<file path="src/rtl/hyperbus_pkg.sv">
// Shared types and helpers for the HyperBus RWDS window sampler.
// The sampled result, the sampler FSM state and the target half-cycle calculation.
package hyperbus_pkg;

    localparam int unsigned RwdsNumChips = 2;
    localparam int unsigned RwdsCsWidth  = $clog2(RwdsNumChips);

    typedef struct packed {
        logic                   value;
        logic                   unstable;
        logic [RwdsCsWidth-1:0] cs;
    } rwds_sample_t;

    typedef enum logic [1:0] {
        IDLE  = 2'd0,
        COUNT = 2'd1,
        HOLD  = 2'd2,
        DONE  = 2'd3
    } rwds_smp_state_e;

    // Half-cycle index of the sampling edge. h=0 (rising half of the CS cycle) is never a target.
    function automatic logic [15:0] rwds_target_half(input logic [15:0] edge_idx,
                                                     input logic        edge_pol);
        logic [15:0] t;
        if (edge_pol) begin
            t = (edge_idx + 16'd1) << 1;
        end else begin
            t = (edge_idx << 1) + 16'd1;
        end
        return t;
    endfunction

endpackage

</file>
<file path="src/rtl/hyperbus_rwds_window_chk.sv">
// Evaluates both RWDS half-cycles of one clk_i cycle against the capture edge and
// stability window. value_o/unstable_o already include the current cycle's samples.
module hyperbus_rwds_window_chk #(
    parameter int unsigned CntWidth    = 6,
    parameter int unsigned HalfWidth   = CntWidth + 1,
    parameter int unsigned WindowWidth = 2
) (
    input  logic                   clk_i,
    input  logic                   rst_ni,
    input  logic                   start_i,
    input  logic                   en_i,
    input  logic [CntWidth-1:0]    cnt_i,
    input  logic [HalfWidth-1:0]   target_i,
    input  logic [WindowWidth-1:0] window_i,
    input  logic [1:0]             rwds_ddr_i,
    output logic                   capture_o,
    output logic                   value_o,
    output logic                   unstable_o,
    output logic                   win_done_o
);

    logic [HalfWidth-1:0] h_rise, h_fall, last_half;
    logic                 cap_rise, cap_fall;
    logic                 in_win_rise, in_win_fall;
    logic                 base_value, base_unstable;
    logic                 value_q, unstable_q;

    assign h_rise    = {cnt_i, 1'b0};
    assign h_fall    = {cnt_i, 1'b1};
    assign last_half = target_i + HalfWidth'(window_i);

    assign in_win_rise = (h_rise >= target_i) && (h_rise <= last_half);
    assign in_win_fall = (h_fall >= target_i) && (h_fall <= last_half);

    assign cap_rise = en_i && (h_rise == target_i);
    assign cap_fall = en_i && (h_fall == target_i);

    // A new transfer must not inherit the previous transfer's capture.
    assign base_value    = start_i ? 1'b0 : value_q;
    assign base_unstable = start_i ? 1'b0 : unstable_q;

    always_comb begin
        value_o = base_value;
        if (cap_rise) begin
            value_o = rwds_ddr_i[0];
        end else if (cap_fall) begin
            value_o = rwds_ddr_i[1];
        end
    end

    assign unstable_o = base_unstable
                      | (en_i & in_win_rise & (rwds_ddr_i[0] != value_o))
                      | (en_i & in_win_fall & (rwds_ddr_i[1] != value_o));

    assign capture_o  = cap_rise | cap_fall;
    assign win_done_o = en_i && ((h_rise == last_half) || (h_fall == last_half));

    always_ff @(posedge clk_i or negedge rst_ni) begin
        if (!rst_ni) begin
            value_q    <= 1'b0;
            unstable_q <= 1'b0;
        end else if (en_i) begin
            value_q    <= value_o;
            unstable_q <= unstable_o;
        end
    end

endmodule

</file>
<file path="src/rtl/hyperbus_rwds_window_sampler.sv">
// Counts RWDS half-cycles from CS assertion, captures RWDS at the configured edge,
// checks it over a stability window and hands the result to the PHY FSM via valid/ready.
module hyperbus_rwds_window_sampler
    import hyperbus_pkg::*;
#(
    parameter int unsigned NumChips     = RwdsNumChips,
    parameter int unsigned EdgeIdxWidth = 4,
    parameter int unsigned WindowWidth  = 2
) (
    input  logic                        clk_i,
    input  logic                        rst_ni,
    input  logic [EdgeIdxWidth-1:0]     cfg_edge_idx_i,
    input  logic                        cfg_edge_pol_i,
    input  logic [WindowWidth-1:0]      cfg_window_i,
    input  logic [NumChips-1:0]         hyper_cs_ni,
    input  logic [1:0]                  rwds_ddr_i,
    output logic                        sample_valid_o,
    input  logic                        sample_ready_i,
    output logic                        rwds_sample_o,
    output logic [$clog2(NumChips)-1:0] sample_cs_o,
    output logic                        sample_unstable_o,
    output logic                        active_o
);

    localparam int unsigned CsWidth   = $clog2(NumChips);
    localparam int unsigned CntWidth  = EdgeIdxWidth + 2;
    localparam int unsigned HalfWidth = CntWidth + 1;

    rwds_smp_state_e state_q, state_d;

    logic [CntWidth-1:0]  cnt_q, cnt_d, cnt_eval;
    logic                 conflict_q, conflict_d, conflict_now;
    logic                 captured_q, captured_d;
    logic [CsWidth-1:0]   cs_sel_q, cs_sel_d, cs_now;
    rwds_sample_t         result_q, result_d;

    logic [NumChips-1:0]  cs_low;
    logic                 any_low, multi_low;
    logic [CsWidth-1:0]   low_idx;
    logic                 start, eval, finish;
    logic [HalfWidth-1:0] target_half;

    logic chk_capture, chk_value, chk_unstable, chk_win_done;

    assign cs_low    = ~hyper_cs_ni;
    assign any_low   = |cs_low;
    assign multi_low = |(cs_low & (cs_low - NumChips'(1)));

    always_comb begin
        low_idx = '0;
        for (int i = NumChips - 1; i >= 0; i--) begin
            if (cs_low[i]) begin
                low_idx = CsWidth'(i);
            end
        end
    end

    assign target_half = HalfWidth'(rwds_target_half(16'(cfg_edge_idx_i), cfg_edge_pol_i));

    // Cycle k=0 is evaluated in IDLE, the cycle CS is first seen low.
    assign start    = (state_q == IDLE) && any_low;
    assign eval     = start || ((state_q == COUNT) && any_low);
    assign cnt_eval = start ? '0 : cnt_q;
    // The window end never precedes the capture edge, so the guard only blocks stale state.
    assign finish   = eval && chk_win_done && (chk_capture || (captured_q && !start));

    hyperbus_rwds_window_chk #(
        .CntWidth    (CntWidth),
        .HalfWidth   (HalfWidth),
        .WindowWidth (WindowWidth)
    ) u_window_chk (
        .clk_i      (clk_i),
        .rst_ni     (rst_ni),
        .start_i    (start),
        .en_i       (eval),
        .cnt_i      (cnt_eval),
        .target_i   (target_half),
        .window_i   (cfg_window_i),
        .rwds_ddr_i (rwds_ddr_i),
        .capture_o  (chk_capture),
        .value_o    (chk_value),
        .unstable_o (chk_unstable),
        .win_done_o (chk_win_done)
    );

    always_ff @(posedge clk_i or negedge rst_ni) begin
        if (!rst_ni) begin
            state_q <= IDLE;
        end else begin
            state_q <= state_d;
        end
    end

    always_comb begin
        state_d = state_q;
        case (state_q)
            IDLE: begin
                if (any_low) begin
                    state_d = finish ? HOLD : COUNT;
                end
            end
            COUNT: begin
                if (!any_low) begin
                    state_d = IDLE;
                end else if (finish) begin
                    state_d = HOLD;
                end
            end
            HOLD: begin
                if (sample_ready_i) begin
                    state_d = any_low ? DONE : IDLE;
                end
            end
            DONE: begin
                if (!any_low) begin
                    state_d = IDLE;
                end
            end
            default: state_d = IDLE;
        endcase
    end

    always_comb begin
        sample_valid_o = (state_q == HOLD);
        active_o       = (state_q == COUNT);
    end

    assign conflict_now = start ? multi_low : (conflict_q | multi_low);
    assign cs_now       = start ? low_idx : cs_sel_q;

    always_comb begin
        cnt_d      = '0;
        conflict_d = conflict_q;
        captured_d = captured_q;
        cs_sel_d   = cs_now;
        result_d   = result_q;
        if (state_d == COUNT) begin
            cnt_d = start ? CntWidth'(1) : ((&cnt_q) ? cnt_q : cnt_q + CntWidth'(1));
        end
        if (eval) begin
            conflict_d = conflict_now;
            captured_d = (captured_q && !start) || chk_capture;
        end
        if (state_d == IDLE) begin
            conflict_d = 1'b0;
            captured_d = 1'b0;
        end
        if (finish) begin
            result_d.value    = chk_value;
            result_d.unstable = chk_unstable | conflict_now;
            result_d.cs       = cs_now;
        end
    end

    always_ff @(posedge clk_i or negedge rst_ni) begin
        if (!rst_ni) begin
            cnt_q      <= '0;
            conflict_q <= 1'b0;
            captured_q <= 1'b0;
            cs_sel_q   <= '0;
            result_q   <= '0;
        end else begin
            cnt_q      <= cnt_d;
            conflict_q <= conflict_d;
            captured_q <= captured_d;
            cs_sel_q   <= cs_sel_d;
            result_q   <= result_d;
        end
    end

    assign rwds_sample_o     = result_q.value;
    assign sample_unstable_o = result_q.unstable;
    assign sample_cs_o       = result_q.cs;

endmodule

</file>
<file path="config.mk">
export PLATFORM = sky130hd
export DESIGN_NAME = hyperbus_rwds_window_sampler
export DESIGN_NICKNAME = d
export VERILOG_FILES = /design/src/rtl/hyperbus_pkg.sv /design/src/rtl/hyperbus_rwds_window_chk.sv /design/src/rtl/hyperbus_rwds_window_sampler.sv
export SDC_FILE = /design/constraint.sdc
export NUM_CORES = 1
export LEC_CHECK = 0
export ABC_CLOCK_PERIOD_IN_PS = 3600
export BUFFER_PORTS_ARGS = -buffer_cell sky130_fd_sc_hd__buf_2
export CAP_MARGIN = 20
export CORE_ASPECT_RATIO = 0.75
export CORE_MARGIN = 2
export CORE_UTILIZATION = 45
export CTS_BUF_LIST = sky130_fd_sc_hd__clkbuf_8 sky130_fd_sc_hd__clkbuf_16
export CTS_CLUSTER_SIZE = 10
export DETAILED_ROUTE_END_ITERATION = 7
export GPL_ROUTABILITY_DRIVEN = 0
export MAX_ROUTING_LAYER = met4
export PLACE_DENSITY = 0.64
export SLEW_MARGIN = 20
export SYNTH_ARGS = -nofsm -noshare
export SYNTH_HDL_FRONTEND = slang
export SYNTH_SLANG_ARGS = --single-unit
</file>
<file path="constraint.sdc">
create_clock -name clk_i -period 3.6 [get_ports clk_i]
set_clock_uncertainty 0.05 [all_clocks]
set_input_delay 0.18 -clock clk_i [delete_from_list [all_inputs] [get_ports clk_i]]
set_output_delay 0.18 -clock clk_i [all_outputs]
set_load 0.02 [all_outputs]
</file>
After elaboration in Yosys (flattened, before gate mapping)
Index checks and enable logic that the tools add are counted.
{"block": "word_totals", "reg_bits": 16}
{"block": "op_classes", "bitwise": 11, "addsub": 5, "magnitude_cmp": 4, "muxes": 25, "eq_ne": 11, "n_reduce_logical": 20}
{"cell": "6-bit two-way mux", "count": 5}
{"cell": "7-bit by 6-bit == test with 1-bit output", "count": 2}
{"cell": "7-bit == test", "count": 2}
{"cell": "7-bit by 6-bit greater-or-equal comparator with 1-bit output", "count": 2}
{"cell": "7-bit <= comparator", "count": 2}
{"cell": "2-bit two-way mux", "count": 7}
{"cell": "1-bit two-way mux", "count": 12}
{"cell": "1-bit logical AND", "count": 10}
{"cell": "2-bit case mux with 4 select lines", "count": 1}
{"cell": "6-bit by 2-bit adder with 7-bit output", "count": 1}
{"cell": "5-bit by 1-bit adder with 6-bit output, second input constant", "count": 1}
{"cell": "6-bit by 1-bit adder with 6-bit output, second input constant", "count": 1}
{"cell": "6-bit AND reduction", "count": 1}
{"cell": "4-bit by 1-bit adder with 5-bit output, second input constant", "count": 1}
{"cell": "1-bit bitwise OR", "count": 5}
{"cell": "1-bit bitwise AND", "count": 4}
{"cell": "2-bit by 1-bit == test with 1-bit output, second input constant", "count": 2}
{"cell": "2-bit == test, second input constant", "count": 2}
{"cell": "2-bit logical NOT", "count": 2}
{"cell": "2-bit OR reduction", "count": 2}
{"cell": "1-bit logical OR", "count": 3}
{"cell": "3-bit inequality test, second input constant", "count": 1}
{"cell": "2-bit bitwise AND", "count": 1}
{"cell": "1-bit inequality test", "count": 2}
{"cell": "4 further kinds", "count": 4}

Longest topological paths before layout
{"block": "logic_depth", "word_depth": 14, "ltp_mapped": 14, "mapped_depth_nobuf": 14}

Cells and area by module
Synthesis repeated with hierarchy kept, for this count alone.
{"block": "hier_totals", "cells_unflattened": 170, "hier_area_um2": 1522.7}
{"module": "hyperbus_rwds_window_sampler", "area_per_inst_um2": 829.5, "instances": 1, "cells_each": 87}
{"module": "hyperbus_rwds_window_chk", "area_per_inst_um2": 693.2, "instances": 1, "cells_each": 83}

Worst setup path after synthesis
OpenSTA, ideal clock, no wires.
{"block": "synth_timing", "path_type": "reg-to-reg", "from": "register state_q[0]", "to": "register result_q (netlist bit sample_unstable_o)", "path_stages_with_launch": 12, "setup_slack_ns": 0.799, "required_ns": 3.416, "synth_period_minus_slack_ns": 2.801, "arrival_ns": 2.617, "path_buffers": 2, "cell_sequence": "dfrtp_1 -> buf_2 -> a211o_1 -> clkbuf_1 -> and2_1 -> ha_1 -> and3_1 -> nand4_1 -> or4b_4 -> a21oi_1 -> nand4b_1 -> a31oi_1"}
{"block": "synth_via", "elab_chain_cells": 12, "elab_cells_between_ends": 40, "classes_between": "order compare: 4; eq/ne: 7; mux: 6; bitwise: 8; reduce/logical: 15"}
{"item": "start, declared", "line": "hyperbus_rwds_window_sampler.sv:29", "source": "rwds_smp_state_e state_q, state_d;"}
{"item": "start signal, assigned", "line": "hyperbus_rwds_window_sampler.sv:90", "source": "state_q <= state_d;"}
{"item": "branches (longest 12 deep; another with 7-bit by 6-bit greater-or-equal comparator with 1-bit output)"}
{"item": "end signal, assigned", "line": "hyperbus_rwds_window_sampler.sv:167", "source": "result_q <= result_d;"}
{"item": "end, declared", "line": "hyperbus_rwds_window_sampler.sv:35", "source": "rwds_sample_t result_q, result_d;"}
Parallel ways; which one is timed is not known.
A chain may end at the register's enable or synchronous reset.

Final worst setup path
{"block": "layout_timing", "from": "register state_q[1]", "to": "register result_q (netlist bit rwds_sample_o)"}
{"block": "layout_via", "elab_chain_cells": 8, "elab_cells_between_ends": 23, "classes_between": "eq/ne: 5; mux: 4; bitwise: 1; reduce/logical: 13"}
{"item": "2-bit logical NOT", "line": "hyperbus_rwds_window_sampler.sv:61", "source": "assign start = (state_q == IDLE) && any_low;"}
{"item": "1-bit logical AND", "line": "hyperbus_rwds_window_sampler.sv:61"}
{"item": "6-bit two-way mux", "line": "hyperbus_rwds_window_sampler.sv:63", "source": "assign cnt_eval = start ? '0 : cnt_q;"}
{"item": "7-bit by 6-bit == test with 1-bit output, or another cell as far along", "line": "hyperbus_rwds_window_chk.sv:35", "source": "assign cap_rise = en_i && (h_rise == target_i);"}
{"item": "1-bit logical AND, or another cell as far along", "line": "hyperbus_rwds_window_chk.sv:35"}
{"item": "1-bit bitwise OR or 1-bit logical AND (tied branches)", "line": "hyperbus_rwds_window_chk.sv:55, hyperbus_rwds_window_chk.sv:56"}
{"item": "1-bit logical OR or 1-bit logical AND (tied branches)", "line": "hyperbus_rwds_window_sampler.sv:65", "source": "assign finish = eval && chk_win_done && (chk_capture || (captured_q && !start));"}
{"item": "1-bit logical AND", "line": "hyperbus_rwds_window_sampler.sv:65"}
Parallel ways exist; a longest one is shown, timed or not.

==> results by group <==
Detailed routing
  – Wire length per cell: 14.5 um
  – WL final: 3250 um
  – DRT iter0 DRCs: 69
  – Detailed Routing Iterations Pass 1: 4
  – Via density: 5.75
  – DRC viols: 0
  – Vias: 1,289
  – Final ANT Viol Nets: 0

Yosys
  – Cell variety after synth: 47
  – Synth area leader: dfrtp_1
  – EDFF count, synth: 0
  – Net Count, Synth: between 200 and 250
  – Synthesized area: ~0.0014 mm^2
  – Post-Syn Area per Cell: 8.54 um^2
  – Top_reg_cell synth: dfrtp_1
  – Post-Synthesis Cells: 169
  – Post-synth top area share: 0.277
  – Ys async rst share: 1.00
  – Sequential fraction of the synthesis area: 0.277
  – Area contributors post-synth: dfrtp_1, ha_1, nand2_1
  – Seq cells post-synth: 16
  – YS warnings: 0

CTS
  – Resize count post-CTS: 0
  – CTS tree: yes
  – Clock Tree Root: clkbuf_8
  – CTS Buffer Depth: 2
  – Clk Latency, worst-skew pair: 250 ps
  – H-tree depth: 1
  – Sink Count: 16
  – Total CTS buffers: 3
  – Clock-pin transition on the worst setup and hold timing paths: around 60 ps

GRT
  – Total gr overflow: 0
  – Initial antenna violation count: 0
  – First-pass GRT wire length: 5610 um
  – Gr usage total: 0.199
  – Largest net degree at the start of global routing: 17
  – Via count of the first global-routing pass: ~1,200

Setup path
  – Cell family with most CP delay: compound AO/OA/AOI/OAI gates
  – R2R setup slack: 400 ps
  – Crit path DAT: between 3000 and 4000 ps
  – Startpoint types: flip-flop
  – WP data required: approximately 3700 ps
  – Critical path class: flip-flop to flip-flop
  – Crit path cell chain: a211o_1, and2_1, ha_1, and3_1, nand4_1, o311ai_2, a22oi_1, mux2_1
  – CP peak stage delay: 520 ps
  – R2R Path Start: state_q[1]
  – CP Max Fanout: 14
  – Crit path buffers/inverters: 0
  – CP startpoint: state_q[1]
  – Highest-delay cell along the critical path: a211o_1
  – Crit end category: flip-flop

Timing
  – Setup violators final: 0
  – Highest Clock Rate: 0.312 GHz
  – Setup TNS: 0 ps
  – Final period util: 0.889
  – Relative slew slack: 0.674
  – Pins Over Slew Limit: 0
  – RSZ-0062 raised after global routing: no
  – Final Critical Period: 3200 ps
  – Fin. Hold Viols: 0
  – Slew @ Worst Pin: around 480 ps

Final layout
  – Antenna Cells: 0
  – Multi-input gate area: 996 um^2
  – Layout Nets: 220
  – Share of layout cells above drive strength 1: 0.134
  – Filler cells: 285
  – Final Cell Area: 0.00161 mm^2
  – Storage cell area: 400 um^2
  – Synthesis-to-finish area growth: 11.6%

Job
  – Max_cap viols: 0

Power and ir drop
  – Leak: 0.000780 uW
  – Tot Pwr: between 700 and 800 uW
  – Cell Pwr Density: 452 mW/mm^2
  – Peak VDD IR: between 200 and 250 uV

Place
  – I/O Buffers: 18
  – Post-DP HPWL: 2630 um
  – Placed Area: 0.00156 mm^2

Min path
  – Worst min path class: input pin to flip-flop
  – Hold wc startpoint: hyper_cs_ni[1]

Run status
  – Status: completed

Floorplanning
  – Initial Utilization: 0.481
  – Die H: 53.1 um
  – Die area: 0.00368 mm^2
  – Row count: 17
  – Die Wd: 69.4 um
  – Io pins: 19
  – Core area: 0.00300 mm^2
[power by group]
part / switching, uW / internal, uW
logic: 193 / 146
clock network: 56.8 / 74.1
registers: 35.1 / 225
[cells in the mapped netlist, types with 2 or more instances]
| library cell | instances |
|---|---|
| nand2_1 | 18 |
| nor3_1 | 4 |
| nand4_1 | 4 |
| nand4b_1 | 2 |
| a211oi_1 | 5 |
| a31oi_1 | 2 |
| xor2_1 | 4 |
| ha_1 | 17 |
| and2_1 | 5 |
| o21a_1 | 2 |
| xnor2_1 | 4 |
| mux2_1 | 2 |
| nor2_1 | 14 |
| inv_1 | 7 |
| dfrtp_1 | 16 |
| a21o_1 | 4 |
| and3_1 | 3 |
| buf_2 | 2 |
| nor2b_1 | 3 |
| o21ai_0 | 8 |
| clkbuf_1 | 3 |
| nand3_1 | 7 |
| a21oi_1 | 9 |
[layer usage]
metal / GRT usage / wire (um)
met1: 0.249 / 1640
met4: 0.0196 / 0
met5: - / 0
met3: 0.0495 / 105
met2: 0.345 / 1500
[flip-flops by register name (all words and copies together) (netlist names)]
| register | count |
|---|---|
| conflict_q | 1 |
| rwds_sample_o | 1 |
| cnt_q | 6 |
| u_window_chk.value_q | 1 |
| u_window_chk.unstable_q | 1 |
| captured_q | 1 |
| state_q | 2 |
| cs_sel_q | 1 |
| sample_unstable_o | 1 |
| sample_cs_o | 1 |
[path summary, 6_finish.rpt]
kind | end | cells after the start
hold reg to reg | sample_cs_o | 1
setup reg to reg | rwds_sample_o | 8
setup / recovery | rwds_sample_o | 8
max in group asynchronous | cnt_q[1] | 2
min in group asynchronous | u_window_chk.value_q | 2
hold / removal | conflict_q | 2
[cell type report]
type | count | share of cell area
timing repair buffer | 19 | 0.0621
sequential | 16 | 0.248
inverter | 7 | 0.0163
clock buffer | 3 | 0.0256
tap | 38 | 0.0295
multi-input combinational | 141 | 0.618
[stage by stage]
| step | hold WS (ps) | std cells | worst slack (ps) | util |
|---|---|---|---|---|
| after floorplan | -166 | 169 | 799 | - |
| after global placement | 58.3 | 220 | 486 | 0.520 |
| after detailed placement | 64.3 | 220 | 452 | 0.520 |
| after CTS | 156 | 224 | 430 | 0.537 |
| after global routing | 160 | 224 | 176 | 0.537 |
| final | 158 | 224 | 399 | 0.537 |
[cell families (layout without fill, tap and decap cells)]
| kind of cell | count (synthesis) | in the layout | synth area share |
|---|---|---|---|
| AO/OA/AOI/OAI | 43 | 43 | 0.205 |
| XOR/XNOR | 8 | 8 | 0.0485 |
| adder cells (fa/ha/maj) | 19 | 19 | 0.168 |
| buffers and inverters | 12 | 29 | 0.0329 |
| flip-flops | 16 | 16 | 0.277 |
| multiplexers | 3 | 3 | 0.0225 |
| other | 1 | 1 | 0.00260 |
| AND/OR/NAND/NOR | 67 | 67 | 0.243 |
[timing repair]
action                                  in CTS  in global routing
buffers inserted                             0                  0
endpoints found under the hold margin       16                  0
hold buffers                                 1                  0
endpoints found under the setup margin       0                  0
[cell usage in the layout, fill, tap and decap left out, types with 2 or more instances in the layout]
cell type,instances
xor2_1,4
clkbuf_8,3
xnor2_1,4
and2_1,5
a21o_1,4
nand4b_1,2
nor2_1,14
mux2_1,2
nor3_1,4
nand2_1,18
inv_1,7
and3_1,3
o21a_1,2
nand4_1,4
o21ai_0,8
ha_1,17
dfrtp_1,16
nand3_1,7
a21oi_1,9
buf_2,18
a31oi_1,2
a211oi_1,5
nor2b_1,3
Power figures use the tool's default switching activity.
